File: config.mk
export PLATFORM = sky130hd
export DESIGN_NAME = stm32_stream_interface
export DESIGN_NICKNAME = d
export VERILOG_FILES = /design/src/rtl/stm32_stream_interface.sv
export SDC_FILE = /design/constraint.sdc
export NUM_CORES = 1
export LEC_CHECK = 0
export ABC_AREA = 0
export ABC_CLOCK_PERIOD_IN_PS = 12100
export CAP_MARGIN = 0
export CORE_ASPECT_RATIO = 1.5
export CORE_MARGIN = 1.5
export CORE_UTILIZATION = 60
export CTS_BUF_LIST = sky130_fd_sc_hd__clkbuf_4 sky130_fd_sc_hd__clkbuf_8
export DETAILED_ROUTE_END_ITERATION = 6
export HOLD_SLACK_MARGIN = 0.06
export MAX_ROUTING_LAYER = met4
export PLACE_DENSITY = 0.94
export SETUP_SLACK_MARGIN = 0.1
export SLEW_MARGIN = 0
export SYNTH_ARGS = -nofsm -noshare
export SYNTH_HDL_FRONTEND = slang
export SYNTH_SLANG_ARGS = --single-unit
export TNS_END_PERCENT = 30
File: constraint.sdc
create_clock -name clk_in -period 12.1 [get_ports clk_in]
set_clock_uncertainty 0.05 [all_clocks]
set_input_delay 3.63 -clock clk_in [delete_from_list [all_inputs] [get_ports clk_in]]
set_output_delay 3.63 -clock clk_in [all_outputs]
set_load 0.02 [all_outputs]
File: src/rtl/stm32_stream_interface.sv
// Byte-wide STM32 <-> FPGA command/stream link: params write, status read, TX IQ load, RX IQ stream, bus test, info.
// Define STM32_IQ_CHECKSUM_EN to append an XOR checksum byte after every RX IQ frame.
module stm32_stream_interface #(
  parameter int RX_CHANNELS     = 2,
  parameter int SAMPLE_BYTES    = 3,
  parameter int TX_SAMPLE_BYTES = 3,
  parameter int PARAM_BYTES     = 24,
  parameter int STATUS_BYTES    = 12,
  parameter int VERSION         = 5
) (
  input  logic                                  clk_in,
  input  logic                                  reset_n,
  input  logic                                  DATA_SYNC,
  input  logic [7:0]                            DATA_BUS_IN,
  output logic [7:0]                            DATA_BUS_OUT,
  output logic                                  DATA_BUS_OE,
  input  logic [RX_CHANNELS*2*SAMPLE_BYTES*8-1:0] RX_IQ,
  input  logic [RX_CHANNELS-1:0]                rx_ch_enable,
  output logic                                  IQ_RX_READ_REQ,
  input  logic [STATUS_BYTES*8-1:0]             STATUS,
  output logic                                  status_read_done,
  output logic [PARAM_BYTES*8-1:0]              PARAMS,
  output logic                                  params_update,
  output logic [TX_SAMPLE_BYTES*8-1:0]          TX_I,
  output logic [TX_SAMPLE_BYTES*8-1:0]          TX_Q,
  output logic                                  tx_iq_valid,
  output logic [15:0]                           stage_debug
);

  function automatic int max2(input int a, input int b);
    return (a > b) ? a : b;
  endfunction

  localparam int CHB    = 2 * SAMPLE_BYTES;
  localparam int RXW    = RX_CHANNELS * CHB * 8;
  localparam int TXW    = TX_SAMPLE_BYTES * 8;
  localparam int TXN    = 2 * TX_SAMPLE_BYTES;
  localparam int TSW    = (TXN - 1) * 8;
  localparam int PSW    = (PARAM_BYTES - 1) * 8;
  localparam int STW    = STATUS_BYTES * 8;
  localparam int MAXLEN = max2(max2(PARAM_BYTES, STATUS_BYTES), max2(RX_CHANNELS * CHB + 1, TXN));
  localparam int CW     = $clog2(MAXLEN + 1);
  localparam int CHW    = (RX_CHANNELS > 1) ? $clog2(RX_CHANNELS) : 1;
  localparam int JW     = $clog2(CHB);

  localparam logic [7:0] CMD_BUS_TEST = 8'd0;
  localparam logic [7:0] CMD_PARAMS   = 8'd1;
  localparam logic [7:0] CMD_STATUS   = 8'd2;
  localparam logic [7:0] CMD_TX       = 8'd3;
  localparam logic [7:0] CMD_RX       = 8'd4;
  localparam logic [7:0] CMD_INFO     = 8'd8;

  localparam logic [2:0] S_IDLE     = 3'd0;
  localparam logic [2:0] S_BUS_TEST = 3'd1;
  localparam logic [2:0] S_PARAMS   = 3'd2;
  localparam logic [2:0] S_STATUS   = 3'd3;
  localparam logic [2:0] S_TX       = 3'd4;
  localparam logic [2:0] S_RX       = 3'd5;
  localparam logic [2:0] S_INFO     = 3'd6;

  logic [2:0]             state;
  logic [CW-1:0]          idx;
  logic [7:0]             bus_out;
  logic                   oe;
  logic                   req;
  logic                   done;
  logic [PSW-1:0]         p_shadow;
  logic [PARAM_BYTES*8-1:0] params_q;
  logic [TSW-1:0]         tx_shadow;
  logic [TXW-1:0]         tx_i_q;
  logic [TXW-1:0]         tx_q_q;
  logic [STW-1:0]         st_snap;
  logic [RXW-1:0]         rx_snap;
  logic [RX_CHANNELS-1:0] rx_mask;
  logic [CHW-1:0]         rx_ch;
  logic [JW-1:0]          rx_j;
`ifdef STM32_IQ_CHECKSUM_EN
  logic [7:0]             rx_csum;
  logic                   rx_ck;
`endif

  logic                   pw_commit;
  logic                   tx_commit;
  logic [PARAM_BYTES*8-1:0] p_cat;
  logic [TSW+7:0]         tx_cat;
  logic [CHW-1:0]         first_ch;
  logic [CHW-1:0]         next_ch;
  logic                   has_next;
  logic [CHW-1:0]         cont_ch;
  logic [JW-1:0]          cont_j;
  logic [7:0]             start_byte;
  logic [7:0]             cont_byte;
  logic                   rx_last;
  logic                   rx_restart;
  logic                   frame_start;

  // Write commits are visible in the same cycle as the final write byte, alongside their pulse.
  assign pw_commit = (state == S_PARAMS) && !DATA_SYNC && (idx == CW'(PARAM_BYTES - 1));
  assign tx_commit = (state == S_TX) && !DATA_SYNC && (idx == CW'(TXN - 1));
  assign p_cat     = {DATA_BUS_IN, p_shadow};
  assign tx_cat    = {tx_shadow, DATA_BUS_IN};

  assign PARAMS           = pw_commit ? p_cat : params_q;
  assign params_update    = pw_commit;
  assign TX_Q             = tx_commit ? tx_cat[2*TXW-1:TXW] : tx_q_q;
  assign TX_I             = tx_commit ? tx_cat[TXW-1:0] : tx_i_q;
  assign tx_iq_valid      = tx_commit;
  assign DATA_BUS_OUT     = bus_out;
  assign DATA_BUS_OE      = oe;
  assign IQ_RX_READ_REQ   = req;
  assign status_read_done = done;
  assign stage_debug      = {state, 13'(idx)};

  // RX frame walker: locate first/next enabled channel and the byte to put on the bus next.
  always_comb begin
    first_ch = '0;
    for (int i = RX_CHANNELS - 1; i >= 0; i--)
      if (rx_ch_enable[i]) first_ch = CHW'(i);
    next_ch  = '0;
    has_next = 1'b0;
    for (int i = RX_CHANNELS - 1; i >= 0; i--)
      if (rx_mask[i] && (CHW'(i) > rx_ch)) begin
        next_ch  = CHW'(i);
        has_next = 1'b1;
      end
    if (rx_j == JW'(CHB - 1)) begin
      cont_ch = next_ch;
      cont_j  = '0;
    end else begin
      cont_ch = rx_ch;
      cont_j  = rx_j + 1'b1;
    end
    start_byte = 8'(RX_IQ >> (int'(first_ch) * CHB * 8 + (CHB - 1) * 8));
    cont_byte  = 8'(rx_snap >> (int'(cont_ch) * CHB * 8 + (CHB - 1 - int'(cont_j)) * 8));
    rx_last    = !has_next && (rx_j == JW'(CHB - 1));
`ifdef STM32_IQ_CHECKSUM_EN
    rx_restart = (rx_mask == '0) || rx_ck;
`else
    rx_restart = (rx_mask == '0) || rx_last;
`endif
    frame_start = DATA_SYNC ? (DATA_BUS_IN == CMD_RX) : ((state == S_RX) && rx_restart);
  end

  always_ff @(posedge clk_in or negedge reset_n) begin
    if (!reset_n) begin
      state     <= S_IDLE;
      idx       <= '0;
      bus_out   <= '0;
      oe        <= 1'b0;
      req       <= 1'b0;
      done      <= 1'b0;
      p_shadow  <= '0;
      params_q  <= '0;
      tx_shadow <= '0;
      tx_i_q    <= '0;
      tx_q_q    <= '0;
      st_snap   <= '0;
      rx_snap   <= '0;
      rx_mask   <= '0;
      rx_ch     <= '0;
      rx_j      <= '0;
`ifdef STM32_IQ_CHECKSUM_EN
      rx_csum   <= '0;
      rx_ck     <= 1'b0;
`endif
    end else begin
      req  <= 1'b0;
      done <= 1'b0;
      if (DATA_SYNC) begin
        idx <= '0;
        case (DATA_BUS_IN)
          CMD_BUS_TEST: begin state <= S_BUS_TEST; oe <= 1'b0; end
          CMD_PARAMS:   begin state <= S_PARAMS;   oe <= 1'b0; end
          CMD_TX:       begin state <= S_TX;       oe <= 1'b0; end
          CMD_RX:       begin state <= S_RX;       oe <= 1'b1; end
          CMD_STATUS: begin
            state   <= S_STATUS;
            oe      <= 1'b1;
            bus_out <= STATUS[STW-1 -: 8];
            st_snap <= {STATUS[STW-9:0], 8'h00};
            idx     <= CW'(1);
            done    <= (STATUS_BYTES == 1);
          end
          CMD_INFO: begin
            state   <= S_INFO;
            oe      <= 1'b1;
            bus_out <= 8'(VERSION);
            idx     <= CW'(1);
          end
          default: begin state <= S_IDLE; oe <= 1'b0; end
        endcase
      end else begin
        case (state)
          S_BUS_TEST: begin
            if (!oe) begin
              bus_out <= DATA_BUS_IN;
              oe      <= 1'b1;
            end else begin
              oe <= 1'b0;
            end
          end
          S_PARAMS: begin
            p_shadow <= {DATA_BUS_IN, p_shadow[PSW-1:8]};
            if (pw_commit) begin
              params_q <= p_cat;
              state    <= S_IDLE;
              idx      <= '0;
            end else begin
              idx <= idx + 1'b1;
            end
          end
          S_STATUS: begin
            if (idx == CW'(STATUS_BYTES)) begin
              oe    <= 1'b0;
              state <= S_IDLE;
              idx   <= '0;
            end else begin
              bus_out <= st_snap[STW-1 -: 8];
              st_snap <= st_snap << 8;
              idx     <= idx + 1'b1;
              done    <= (idx == CW'(STATUS_BYTES - 1));
            end
          end
          S_TX: begin
            tx_shadow <= {tx_shadow[TSW-9:0], DATA_BUS_IN};
            if (tx_commit) begin
              tx_q_q <= tx_cat[2*TXW-1:TXW];
              tx_i_q <= tx_cat[TXW-1:0];
              state  <= S_IDLE;
              idx    <= '0;
            end else begin
              idx <= idx + 1'b1;
            end
          end
          S_RX: begin
            if (!rx_restart) begin
`ifdef STM32_IQ_CHECKSUM_EN
              if (rx_last) begin
                bus_out <= rx_csum;
                rx_ck   <= 1'b1;
              end else begin
                bus_out <= cont_byte;
                rx_csum <= rx_csum ^ cont_byte;
                rx_ch   <= cont_ch;
                rx_j    <= cont_j;
              end
`else
              bus_out <= cont_byte;
              rx_ch   <= cont_ch;
              rx_j    <= cont_j;
`endif
            end
          end
          S_INFO: begin
            if (idx == CW'(1)) begin
              bus_out <= 8'(RX_CHANNELS);
              idx     <= CW'(2);
            end else if (idx == CW'(2)) begin
              bus_out <= 8'(SAMPLE_BYTES);
              idx     <= CW'(3);
            end else begin
              oe    <= 1'b0;
              state <= S_IDLE;
              idx   <= '0;
            end
          end
          default: oe <= 1'b0;
        endcase
      end
      // A zero mask idles the stream with 0x00 and retries on every following cycle.
      if (frame_start) begin
        rx_mask <= rx_ch_enable;
`ifdef STM32_IQ_CHECKSUM_EN
        rx_ck   <= 1'b0;
        rx_csum <= start_byte;
`endif
        if (rx_ch_enable != '0) begin
          rx_snap <= RX_IQ;
          rx_ch   <= first_ch;
          rx_j    <= '0;
          bus_out <= start_byte;
          req     <= 1'b1;
        end else begin
          bus_out <= 8'h00;
        end
      end
    end
  end

endmodule

==> results.json <==
{
  "status": "finished, final reports clean",
  "cts_tree": "built",
  "routed_wl_microns": 85100,
  "synthAdderAreaFrac": 0.00424,
  "grt_pass1_wl_microns": 131000,
  "worstPathArrival_ns": 6.79,
  "pwr-share-comb": 0.069,
  "hold_class": "flip-flop to flip-flop",
  "p_per_area_nw_per_um2": 123,
  "critical_path_required_ns": 8.42,
  "synth_compound_area_frac": 0.0453,
  "grt_pass1_vias": 23436,
  "grt_use_met1": 0.362,
  "start_util": 0.607,
  "cts-htree-levels": 3,
  "gr-usage-met3": 0.0698,
  "ctsResizeCount": 0,
  "antenna_found_initial": 10,
  "yosysTopAreaCellShare": 0.549,
  "yosys.area_share.simple": 0.100,
  "fin_nets": 3238,
  "synthFlopType": "dfrtp_1",
  "drive_gt1_frac": 0.236,
  "port_buffers": 465,
  "period_needed_ns": 10.47,
  "place_congestion": 0.987,
  "finalPower_w": 0.00464,
  "pwr-share-clk": 0.417,
  "period_share": 0.865,
  "wire_per_inst_microns": 22.6,
  "dieHeight_microns": 280,
  "vias": 22370,
  "cap_violations": 0,
  "avgSynthCellArea_sq_um": 11.8,
  "hpwl_microns": 57400,
  "clkLatencyLatePin_ns": 0.71,
  "ant_nets": 0,
  "final_cell_mix": "673 x dfrtp_1, 669 x nand2_1, 512 x mux2_2, 463 x clkdlybuf4s50_1, 128 x clkbuf_8",
  "fmax_mhz": 95.5,
  "netlist_area_sq_um": 30700,
  "synth_cell_types": 71,
  "finalSetupViolations": 0,
  "synth_top_family_by_area": "multiplexers",
  "synthCells": 2599,
  "setup_tns_ns": 0,
  "grt_usage": 0.333,
  "synth_top_area_cell": "dfrtp_1",
  "synth_mux_area_frac": 0.267,
  "grt_busiest_layer": "met2",
  "hold_violations": 0,
  "fp.coreArea_sq_um": 50500,
  "yosys_register_bits": 673,
  "synth_edf_count": 0,
  "avgViaCountPerCell": 5.93,
  "p_sw_w": 0.00111,
  "clockBufferDepth": 3,
  "pwr-share-seq": 0.513,
  "syn_to_final_growth_pct": 22.9,
  "io_pins": 474,
  "cts.clk_slew.worst_paths_ns": 0.06,
  "swShare": 0.239,
  "firstDrtPassIters": 6,
  "async_reset_ff_frac": 1.00,
  "root_buffer": "clkbuf_8",
  "cp-start-kind": "primary input",
  "initialDrtViolationCount": 1945,
  "rsz0062_at_grt": "false",
  "final_common_cell": "dfrtp_1",
  "crit_fanout": 88,
  "drc": 0,
  "ir_drop_v": 0.000115,
  "numCtsBuffers": 96,
  "rows": 101,
  "overflow": 0,
  "drv_slew": 0,
  "cts_setup_buffers": 0,
  "p_leak_nw": 18.7,
  "grt_max_degree": 183,
  "yosysSeqAreaShare": 0.549,
  "path_class": "primary input to primary output",
  "use_met2": 0.557,
  "dieArea_sq_um": 52500,
  "synth-xor-area-share": 0.00143,
  "cp-end-kind": "primary output",
  "cts.hold.buffers_added": 0,
  "clock_sinks": 673,
  "netlist_top_cells_area": "dfrtp_1 55%, mux2_2 19%, nand2_1 8.2%, mux2_1 4.6%, mux2i_1 2.8%",
  "slew_headroom": 0.213,
  "die_width_microns": 188,
  "worst_slew_pin_slew_ns": 1.16,
  "yosysWarningCount": 0,
  "internal_power_w": 0.00353
}
## state kept, by name, summed over array words and instances (netlist names), 2 cells and up
register      cells
DATA_BUS_OUT      8
idx               5
p_shadow        184
params_q        192
rx_j              3
rx_mask           2
rx_snap          96
st_snap          88
state             3
tx_i_q           24
tx_q_q           24
tx_shadow        40
## final cells by class
class / instances / area [sq um]
diodes: 10 / 25.0
flip-flops and latches: 673 / 16800
clock buffers: 153 / 1950
inverters: 25 / 93.8
well taps: 669 / 837
repair buffers: 490 / 4910
multi-input cells: 1738 / 12900
clock inverters: 14 / 141
fillers: 2990 / 12900
## power groups by stage
stage / sequential, W / combinational, W / clock (W)
3_5_place_dp: 0.00242 / 0.000315 / 0
3_3_place_gp: 0.00241 / 0.000302 / 0
6_report: 0.00238 / 0.000321 / 0.00194
2_1_floorplan: 0.00240 / 0.000129 / 0
5_1_grt: 0.00238 / 0.000349 / 0.00206
4_1_cts: 0.00238 / 0.000319 / 0.00195
## worst max-delay path, stage by stage
cell and delay [ns]:
buf_4 0.53, nor3_2 0.10, buf_4 0.32, nand2_4 0.22
buf_4 0.83, nand2_1 0.24, o21ai_0 0.16, clkdlybuf4s50_1 0.65
## synth_stat cells (4+ instances only)
master,count
dfrtp_1,673
nand2_1,670
mux2_2,512
mux2_1,125
o21ai_0,123
mux2i_1,87
clkbuf_1,84
buf_4,42
inv_1,24
buf_2,22
nor2_1,18
nor3_1,18
o22ai_1,17
a21oi_1,15
buf_1,12
buf_6,10
a21o_1,8
ha_1,8
nand3_1,8
a221oi_1,7
mux4_2,7
nor4_1,7
a211o_1,5
a32oi_1,5
nor2b_1,5
nor3b_1,5
a41oi_1,4
nand2b_1,4
or2_2,4
or4_1,4
## stage by stage
stage	cells	utilization	setup WS [ns]	instance area (sq um)	hold slack, ns
global route	3772	0.746	1.45	37700	0.445
CTS	3762	0.745	1.72	37700	0.425
finish	3772	0.746	1.63	37700	0.423
detailed placement	3595	0.704	1.77	35600	0.411
global placement	3595	0.704	1.86	35600	0.404
floorplan	2606	-	3.10	30700	0.389
## logic make-up (layout without fill, tap and decap cells)
| family | Yosys count | count (layout) |
|---|---|---|
| fa+ha+maj | 10 | 10 |
| other cells | 1 | 18 |
| xor+xnor | 5 | 5 |
| flops | 673 | 673 |
| buf+inv | 195 | 682 |
| compound gates | 222 | 222 |
| mux | 731 | 731 |
| simple gates | 762 | 762 |
## metal layers
layer,up-vias,share of wire
met5,-,0
met3,331,0.070
met4,0,0.069
met2,1089,0.51
li1,9781,-
met1,11169,0.35
## worst paths after layout
path                            startpoint         endpoint  slack (ns)  depth (start not counted)
worst max-delay path             DATA_SYNC          TX_I[1]        1.63                          8
worst min-delay path             tx_i_q[7]        tx_i_q[7]        0.42                          2
worst max register to register     rx_j[0]  DATA_BUS_OUT[6]        7.36                         13
worst min register to register   tx_i_q[7]        tx_i_q[7]        0.42                          2
max in group asynchronous          reset_n     p_shadow[99]        6.66                          3
min in group asynchronous          reset_n    p_shadow[136]        2.93                          1
Power figures use the tool's default switching activity.
